`src/rtl/lsu_pkg.sv`:
```
// -----------------------------------------------------------------------------
// lsu_pkg
// Shared definitions for the load/store unit: access-size encodings, the
// controller state encoding and the alignment rule used at request accept.
// -----------------------------------------------------------------------------
package lsu_pkg;

   // Default number of word-index bits driven to the data memory
   localparam int WORD_IDX_W_DEF = 12;

   // Access size encodings as presented on req_size
   localparam logic [1:0] SZ_BYTE = 2'b00;
   localparam logic [1:0] SZ_HALF = 2'b01;
   localparam logic [1:0] SZ_WORD = 2'b10;

   // Controller states
   typedef enum logic [2:0] {
      IDLE   = 3'd0,
      RD     = 3'd1,
      RMW_RD = 3'd2,
      WR     = 3'd3,
      ERR    = 3'd4
   } lsu_state_e;

   // A request is rejected when it is not naturally aligned for its size,
   // or when the size encoding is the reserved value.
   function automatic logic is_misaligned(input logic [1:0] size,
                                          input logic [1:0] addrLo);
      logic bad;
      case (size)
         SZ_BYTE: bad = 1'b0;
         SZ_HALF: bad = addrLo[0];
         SZ_WORD: bad = (addrLo != 2'b00);
         default: bad = 1'b1;
      endcase
      return bad;
   endfunction

endpackage

```
`src/rtl/lsu_align.sv`:
```
// -----------------------------------------------------------------------------
// lsu_align
// Purely combinational lane logic for the load/store unit.
//   word_i       : word read from data memory
//   wdata_i      : right-aligned store data (only byte/half stores use it)
//   addrLo_i     : byte offset within the word
//   size_i       : access size
//   unsigned_i   : zero-extend instead of sign-extend on sub-word loads
//   loadData_o   : selected lane, extended to 32 bits
//   mergedWord_o : word_i with the addressed store lanes replaced
// -----------------------------------------------------------------------------
module lsu_align
   import lsu_pkg::*;
(
   input  logic [31:0] word_i,
   input  logic [15:0] wdata_i,
   input  logic [1:0]  addrLo_i,
   input  logic [1:0]  size_i,
   input  logic        unsigned_i,
   output logic [31:0] loadData_o,
   output logic [31:0] mergedWord_o
);

   logic [4:0]  bitOffset;
   logic [4:0]  halfOffset;
   logic [31:0] shifted;
   logic [31:0] laneMask;
   logic [31:0] laneData;

   // Little-endian lane selection: shift the addressed lane down to bit 0,
   // then extend from the lane's top bit unless a zero-extended load was asked.
   // Half loads are already known to be aligned, so the same shift serves.
   always_comb begin
      bitOffset  = {addrLo_i, 3'b000};
      shifted    = word_i >> bitOffset;
      loadData_o = word_i;
      case (size_i)
         SZ_BYTE: loadData_o = {{24{shifted[7] & ~unsigned_i}}, shifted[7:0]};
         SZ_HALF: loadData_o = {{16{shifted[15] & ~unsigned_i}}, shifted[15:0]};
         default: loadData_o = word_i;
      endcase
   end

   // Read-modify-write merge: build a mask of the lanes being stored and
   // splice the shifted store data into the old word. Word stores never come
   // through here, so any other size leaves the old word untouched.
   always_comb begin
      halfOffset = {addrLo_i[1], 4'b0000};
      laneMask   = 32'h0000_0000;
      laneData   = 32'h0000_0000;
      case (size_i)
         SZ_BYTE: begin
            laneMask = 32'h0000_00FF << bitOffset;
            laneData = {24'h00_0000, wdata_i[7:0]} << bitOffset;
         end
         SZ_HALF: begin
            laneMask = 32'h0000_FFFF << halfOffset;
            laneData = {16'h0000, wdata_i} << halfOffset;
         end
         default: begin
            laneMask = 32'h0000_0000;
            laneData = 32'h0000_0000;
         end
      endcase
      mergedWord_o = (word_i & ~laneMask) | laneData;
   end

endmodule

```
`src/rtl/load_store_unit.sv`:
```
// -----------------------------------------------------------------------------
// load_store_unit
// Converts byte-addressed byte/half/word load and store requests into accesses
// on a word-wide data memory that reads and writes on the falling clock edge.
// Sub-word stores use read-modify-write; loads are sign/zero extended;
// misaligned or illegal requests are answered with an error response.
//   clk, rst                 : clock, asynchronous active-high reset
//   req_valid / req_ready    : request handshake (accept when both high)
//   req_we, req_size,
//   req_unsigned, req_addr,
//   req_wdata                : request fields
//   resp_valid, resp_rdata,
//   resp_err                 : one-cycle completion pulse and its data/status
//   mem_write_en, mem_addr,
//   mem_write_data,
//   mem_read_data            : data memory interface (word-indexed)
// -----------------------------------------------------------------------------
module load_store_unit
   import lsu_pkg::*;
#(
   parameter int WORD_IDX_W = WORD_IDX_W_DEF
) (
   input  logic        clk,
   input  logic        rst,
   input  logic        req_valid,
   output logic        req_ready,
   input  logic        req_we,
   input  logic [1:0]  req_size,
   input  logic        req_unsigned,
   input  logic [31:0] req_addr,
   input  logic [31:0] req_wdata,
   output logic        resp_valid,
   output logic [31:0] resp_rdata,
   output logic        resp_err,
   output logic        mem_write_en,
   output logic [31:0] mem_addr,
   output logic [31:0] mem_write_data,
   input  logic [31:0] mem_read_data
);

   lsu_state_e              state_q, state_d;
   logic [1:0]              size_q;
   logic                    unsigned_q;
   logic [WORD_IDX_W+1:0]   addr_q;
   logic [31:0]             wdata_q;
   logic                    respValid_q;
   logic                    respErr_q;
   logic [31:0]             respRdata_q;
   logic                    accept;
   logic [31:0]             loadData;
   logic [31:0]             mergedWord;
   logic                    unusedAddrBits;

   // Address bits above the memory's reach are dropped so accesses wrap
   assign unusedAddrBits = &{1'b0, req_addr[31:WORD_IDX_W+2]};

   assign accept = req_valid & req_ready;

   lsu_align u_align (
      .word_i       (mem_read_data),
      .wdata_i      (wdata_q[15:0]),
      .addrLo_i     (addr_q[1:0]),
      .size_i       (size_q),
      .unsigned_i   (unsigned_q),
      .loadData_o   (loadData),
      .mergedWord_o (mergedWord)
   );

   // State register; reset drops out of any access at once, which also
   // removes a pending write strobe before the memory can sample it.
   always_ff @(posedge clk or posedge rst) begin
      if (rst) begin
         state_q <= IDLE;
      end else begin
         state_q <= state_d;
      end
   end

   // Next-state decision. The alignment check and the store/load split are
   // made from the live request at accept time; every other state lasts
   // exactly one cycle.
   always_comb begin
      state_d = state_q;
      case (state_q)
         IDLE: begin
            if (accept) begin
               if (is_misaligned(req_size, req_addr[1:0])) begin
                  state_d = ERR;
               end else if (!req_we) begin
                  state_d = RD;
               end else if (req_size == SZ_WORD) begin
                  state_d = WR;
               end else begin
                  state_d = RMW_RD;
               end
            end
         end
         RD:      state_d = IDLE;
         RMW_RD:  state_d = WR;
         WR:      state_d = IDLE;
         ERR:     state_d = IDLE;
         default: state_d = IDLE;
      endcase
   end

   // Handshake and write strobe decode straight from the state so that the
   // strobe is valid for the whole WR cycle, including the falling edge.
   always_comb begin
      req_ready    = (state_q == IDLE);
      mem_write_en = (state_q == WR);
   end

   // Request capture plus the write-data register. The write-data register
   // holds the store data for word stores and is overwritten with the merged
   // word after the read half of a read-modify-write.
   always_ff @(posedge clk or posedge rst) begin
      if (rst) begin
         size_q     <= SZ_BYTE;
         unsigned_q <= 1'b0;
         addr_q     <= '0;
         wdata_q    <= 32'h0000_0000;
      end else begin
         if (accept) begin
            size_q     <= req_size;
            unsigned_q <= req_unsigned;
            addr_q     <= req_addr[WORD_IDX_W+1:0];
            wdata_q    <= req_wdata;
         end else if (state_q == RMW_RD) begin
            wdata_q    <= mergedWord;
         end
      end
   end

   // Response registers: a pulse leaves each terminal state (RD, WR, ERR);
   // only a completed load carries data, everything else reports zero.
   always_ff @(posedge clk or posedge rst) begin
      if (rst) begin
         respValid_q <= 1'b0;
         respErr_q   <= 1'b0;
         respRdata_q <= 32'h0000_0000;
      end else begin
         respValid_q <= (state_q == RD) || (state_q == WR) || (state_q == ERR);
         respErr_q   <= (state_q == ERR);
         respRdata_q <= (state_q == RD) ? loadData : 32'h0000_0000;
      end
   end

   assign resp_valid     = respValid_q;
   assign resp_err       = respErr_q;
   assign resp_rdata     = respRdata_q;
   assign mem_addr       = {{(32 - WORD_IDX_W){1'b0}}, addr_q[WORD_IDX_W+1:2]};
   assign mem_write_data = wdata_q;

endmodule

```
`config.mk`:
```
export PLATFORM = sky130hd
export DESIGN_NAME = load_store_unit
export DESIGN_NICKNAME = d
export VERILOG_FILES = /design/src/rtl/lsu_pkg.sv /design/src/rtl/lsu_align.sv /design/src/rtl/load_store_unit.sv
export SDC_FILE = /design/constraint.sdc
export NUM_CORES = 1
export LEC_CHECK = 0
export CAP_MARGIN = 20
export CELL_PAD_IN_SITES_DETAIL_PLACEMENT = 1
export CELL_PAD_IN_SITES_GLOBAL_PLACEMENT = 2
export CORE_MARGIN = 10
export CORE_UTILIZATION = 26
export DETAILED_ROUTE_END_ITERATION = 12
export PLACE_DENSITY_LB_ADDON = 0.08
export SKIP_CTS_REPAIR_TIMING = 1
export SYNTH_ARGS = -nofsm -noshare
export SYNTH_HDL_FRONTEND = slang
export SYNTH_HIERARCHICAL = 1
export SYNTH_SLANG_ARGS = --single-unit
```
`constraint.sdc`:
```
create_clock -name clk -period 2.9 [get_ports clk]
set_input_delay 0.435 -clock clk [delete_from_list [all_inputs] [get_ports clk]]
set_output_delay 0.435 -clock clk [all_outputs]
set_load 0.02 [all_outputs]
```
==> reports/metrics.yaml <==
synthesis:
  synthCells: 485
  synth_top_area_share_pct: 41.90
  synth_edf_count: 0
  yosysSeqAreaShare_pct: 41.90
  ys.flop_type: "dfrtp_1"
  synth.most_common_cell: "mux2_2"
  ys_ff_latch: 86
  synth_common_cells: "mux2_2, dfrtp_1, nand2_1"
  yosysUniqueCellTypes: 39
  async_flop_share_pct: 100.0
  yosysTopAreaCell: "dfrtp_1"
  netlist_area_mm2: 0.005136
  synth_area_leaders: "dfrtp_1, mux2_2, nand2_1"
  yosys_warnings: 6
  avgSynthCellArea_um2: 10.59
pwr:
  p_per_area_mw_per_mm2: 844.1
  clkPwrFrac_pct: 21.5
  p_int_uw: 3794
  ir_drop_uv: 331.1
  pwr-share-seq_pct: 30.6
  switching_power_uw: 2273
  p_leak_uw: 0.003060
  combPwrFrac_pct: 47.9
  switching_share_pct: 37.46
place:
  hpwl_mm: 14.00
  place_inst: 885
  gp_congestion: 0.7422
  io_buffer_count: 164
  dpl_cell_area_mm2: 0.006862
  place_ws_ps: 583.6
detailed_routing:
  drt_wl_total_mm: 18.39
  drt_iter0_drc: 135
  via_per_inst: 4.458
  drtAntennaViolNets: 0
  first_pass_iters: 5
  wl_per_cell_um: 20.41
  drc: 0
  dr_total_vias: 4017
clocking:
  cts_buffer_depth: 2
  cts-root-buf: "clkbuf_16"
  clock_latency_ps: 350
  htreeDepth: 3
  cts_made_buffers: 9
  path_clk_slew_ps: 60
  cts_tree: "done"
  cts_sinks: 86
finish:
  multi_input_area_mm2: 0.002604
  layout.cells.non_filler: 901
  stdcell_area_mm2: 0.007188
  fillers: 2165
  ff_latch_area_mm2: 0.002152
  drive_above_1_share_pct: 21.57
  area_delta_synth_final_pct: 39.95
  final_nets: 734
sta:
  finalHoldViolations: 0
  setup_tns_ps: 0
  max_freq_mhz: 437.1
  finalSetupViolCount: 0
  maxSlewHeadroom_pct: 56.53
  worst_pin_slew_ps: 650.7
  period_share_pct: 78.90
  post-route-min-period_ps: 2288
  setup_ws_ps: 612.0
  slew_violations: 0
  rsz0062_at_grt: "no"
  clock_skew_ps: 5.277
setup_path:
  reg2reg_slack_ps: 610
  required_ps: 3140
  max_stage_delay_ps: 640
  crit_arrival_ps: 2530
  crit_fanout: 11
  startpoint_type: "register"
  r2r_start: "size_q[1]"
  slowest_stage: "and3b_1"
  cpMostUsedCell: "nand2_1"
  end_kind: "register"
  timing_worst_setup_path_type: "register to register"
  critical_path_buf_inv_count: 0
  crit_family: "simple AND/OR/NAND/NOR gates"
  crit_chain: "and3b_1 > nor2_2 > nand2_1 > nand2_1 > mux2_2 > mux2_1"
  r2r_cells: 6
  rr_endpoint: "mem_write_data[26]"
grt:
  grt_usage_pct: 14.06
  grt_pass1_vias: 4469
  gr-total-overflow: 0
  antenna_found_initial: 1
  grt_max_degree: 51
  grt_pass1_wl_mm: 27.91
floorplan:
  die_x_um: 160.6
  die_height_um: 160.6
  ioPinCount: 203
  core_mm2: 0.01946
  start_util_pct: 26.39
  rows: 51
  die_area_mm2: 0.02578
job:
  drv_cap: 0
status:
  outcome: "complete, no violations"
hold_path:
  min_path_type: "input pin to asynchronous set/reset pin"
==> worst reg2reg max path: stages (launching register included) <==
cell and delay [ps]:
dfrtp_1 560, and3b_1 640, nor2_2 190, nand2_1 120, nand2_1 110, mux2_2 280, mux2_1 280
==> metrics by stage <==
stage                     hold WS, ps  utilization, %  total power, µW
after floorplan                 481.9               -             3685
after CTS                       497.7           36.92             6184
after global routing            515.9           36.92             6465
after detailed placement        480.4           35.26             4837
final                           476.0           36.93             6067
after global placement          477.7           35.26             4783
==> sequential cells by signal, indices dropped and copies added (netlist names) <==
signal          count
resp_rdata         32
size_q              2
addr_q             14
resp_err            1
state_q             3
mem_write_data     32
unsigned_q          1
resp_valid          1
==> cells in the final DEF, fill, tap and decap left out, drive strengths merged <==
cell,netlist,layout
clkdlybuf4s50,0,164
mux2,104,104
dfrtp,86,86
nand2,84,84
and2,32,32
a22oi,23,23
conb,1,20
nor2b,17,17
o21ai,13,13
buf,51,12
clkbuf,9,12
mux2i,10,10
a21oi,9,9
nor2,9,9
o2bb2ai,5,5
nand3b,5,5
inv,4,4
nor3,4,4
nor3b,3,3
nor4b,2,2
nand2b,2,2
a21boi,2,2
bufinv,0,2
nor4,2,2
diode,0,1
clkinvlp,0,1
o211ai,1,1
a311oi,1,1
nand3,1,1
and3b,1,1
nor4bb,1,1
or2b,1,1
a31oi,1,1
o21bai,1,1
==> power groups by stage <==
stage               Combinational (µW)  Sequential, µW  Clock [µW]
global placement                  2930            1850           0
finish                            2910            1850        1310
detailed placement                2960            1880           0
global route                      3140            1920        1410
CTS                               2970            1860        1350
floorplan                         1560            2130           0
==> cell type report <==
cell class,count,area share (%)
repair buffers,176,24.44
diodes,1,0.03481
clock inverters,3,0.9399
inverters,4,0.2437
well taps,265,4.613
clock buffers,12,3.568
flip-flops and latches,86,29.94
multi-input cells,354,36.22
==> kinds of logic after synthesis <==
group | count (synthesis) | share of synthesized area [%]
compound gates | 56 | 7.357
buf+inv | 64 | 8.916
flops | 86 | 41.90
other cells | 1 | 0.07301
simple gates | 164 | 17.00
mux | 114 | 24.75
==> per-layer routing <==
metal | global-route usage, % | part of all wire [%] | vias to the layer above
li1 | - | - | 1911
met1 | 17.44 | 45 | 1975
met2 | 22.90 | 48 | 111
met3 | 3.758 | 5.3 | 18
met4 | 5.175 | 1.7 | 2
met5 | 0 | 0.071 | -
==> worst max-delay path by stage <==
stage / start / slack [ps] / to / cells past startpoint
2_1_floorplan: rst / 240 / addr_q[0] / 1
3_3_place_gp: req_valid / 590 / mem_write_data[26] / 5
3_5_place_dp: req_valid / 580 / mem_write_data[26] / 5
4_1_cts: addr_q[1] / 570 / mem_write_data[22] / 5
5_1_grt: addr_q[1] / 460 / mem_write_data[22] / 5
6_report: size_q[1] / 610 / mem_write_data[26] / 6
Note: power is estimated with default switching activity, not from simulation.
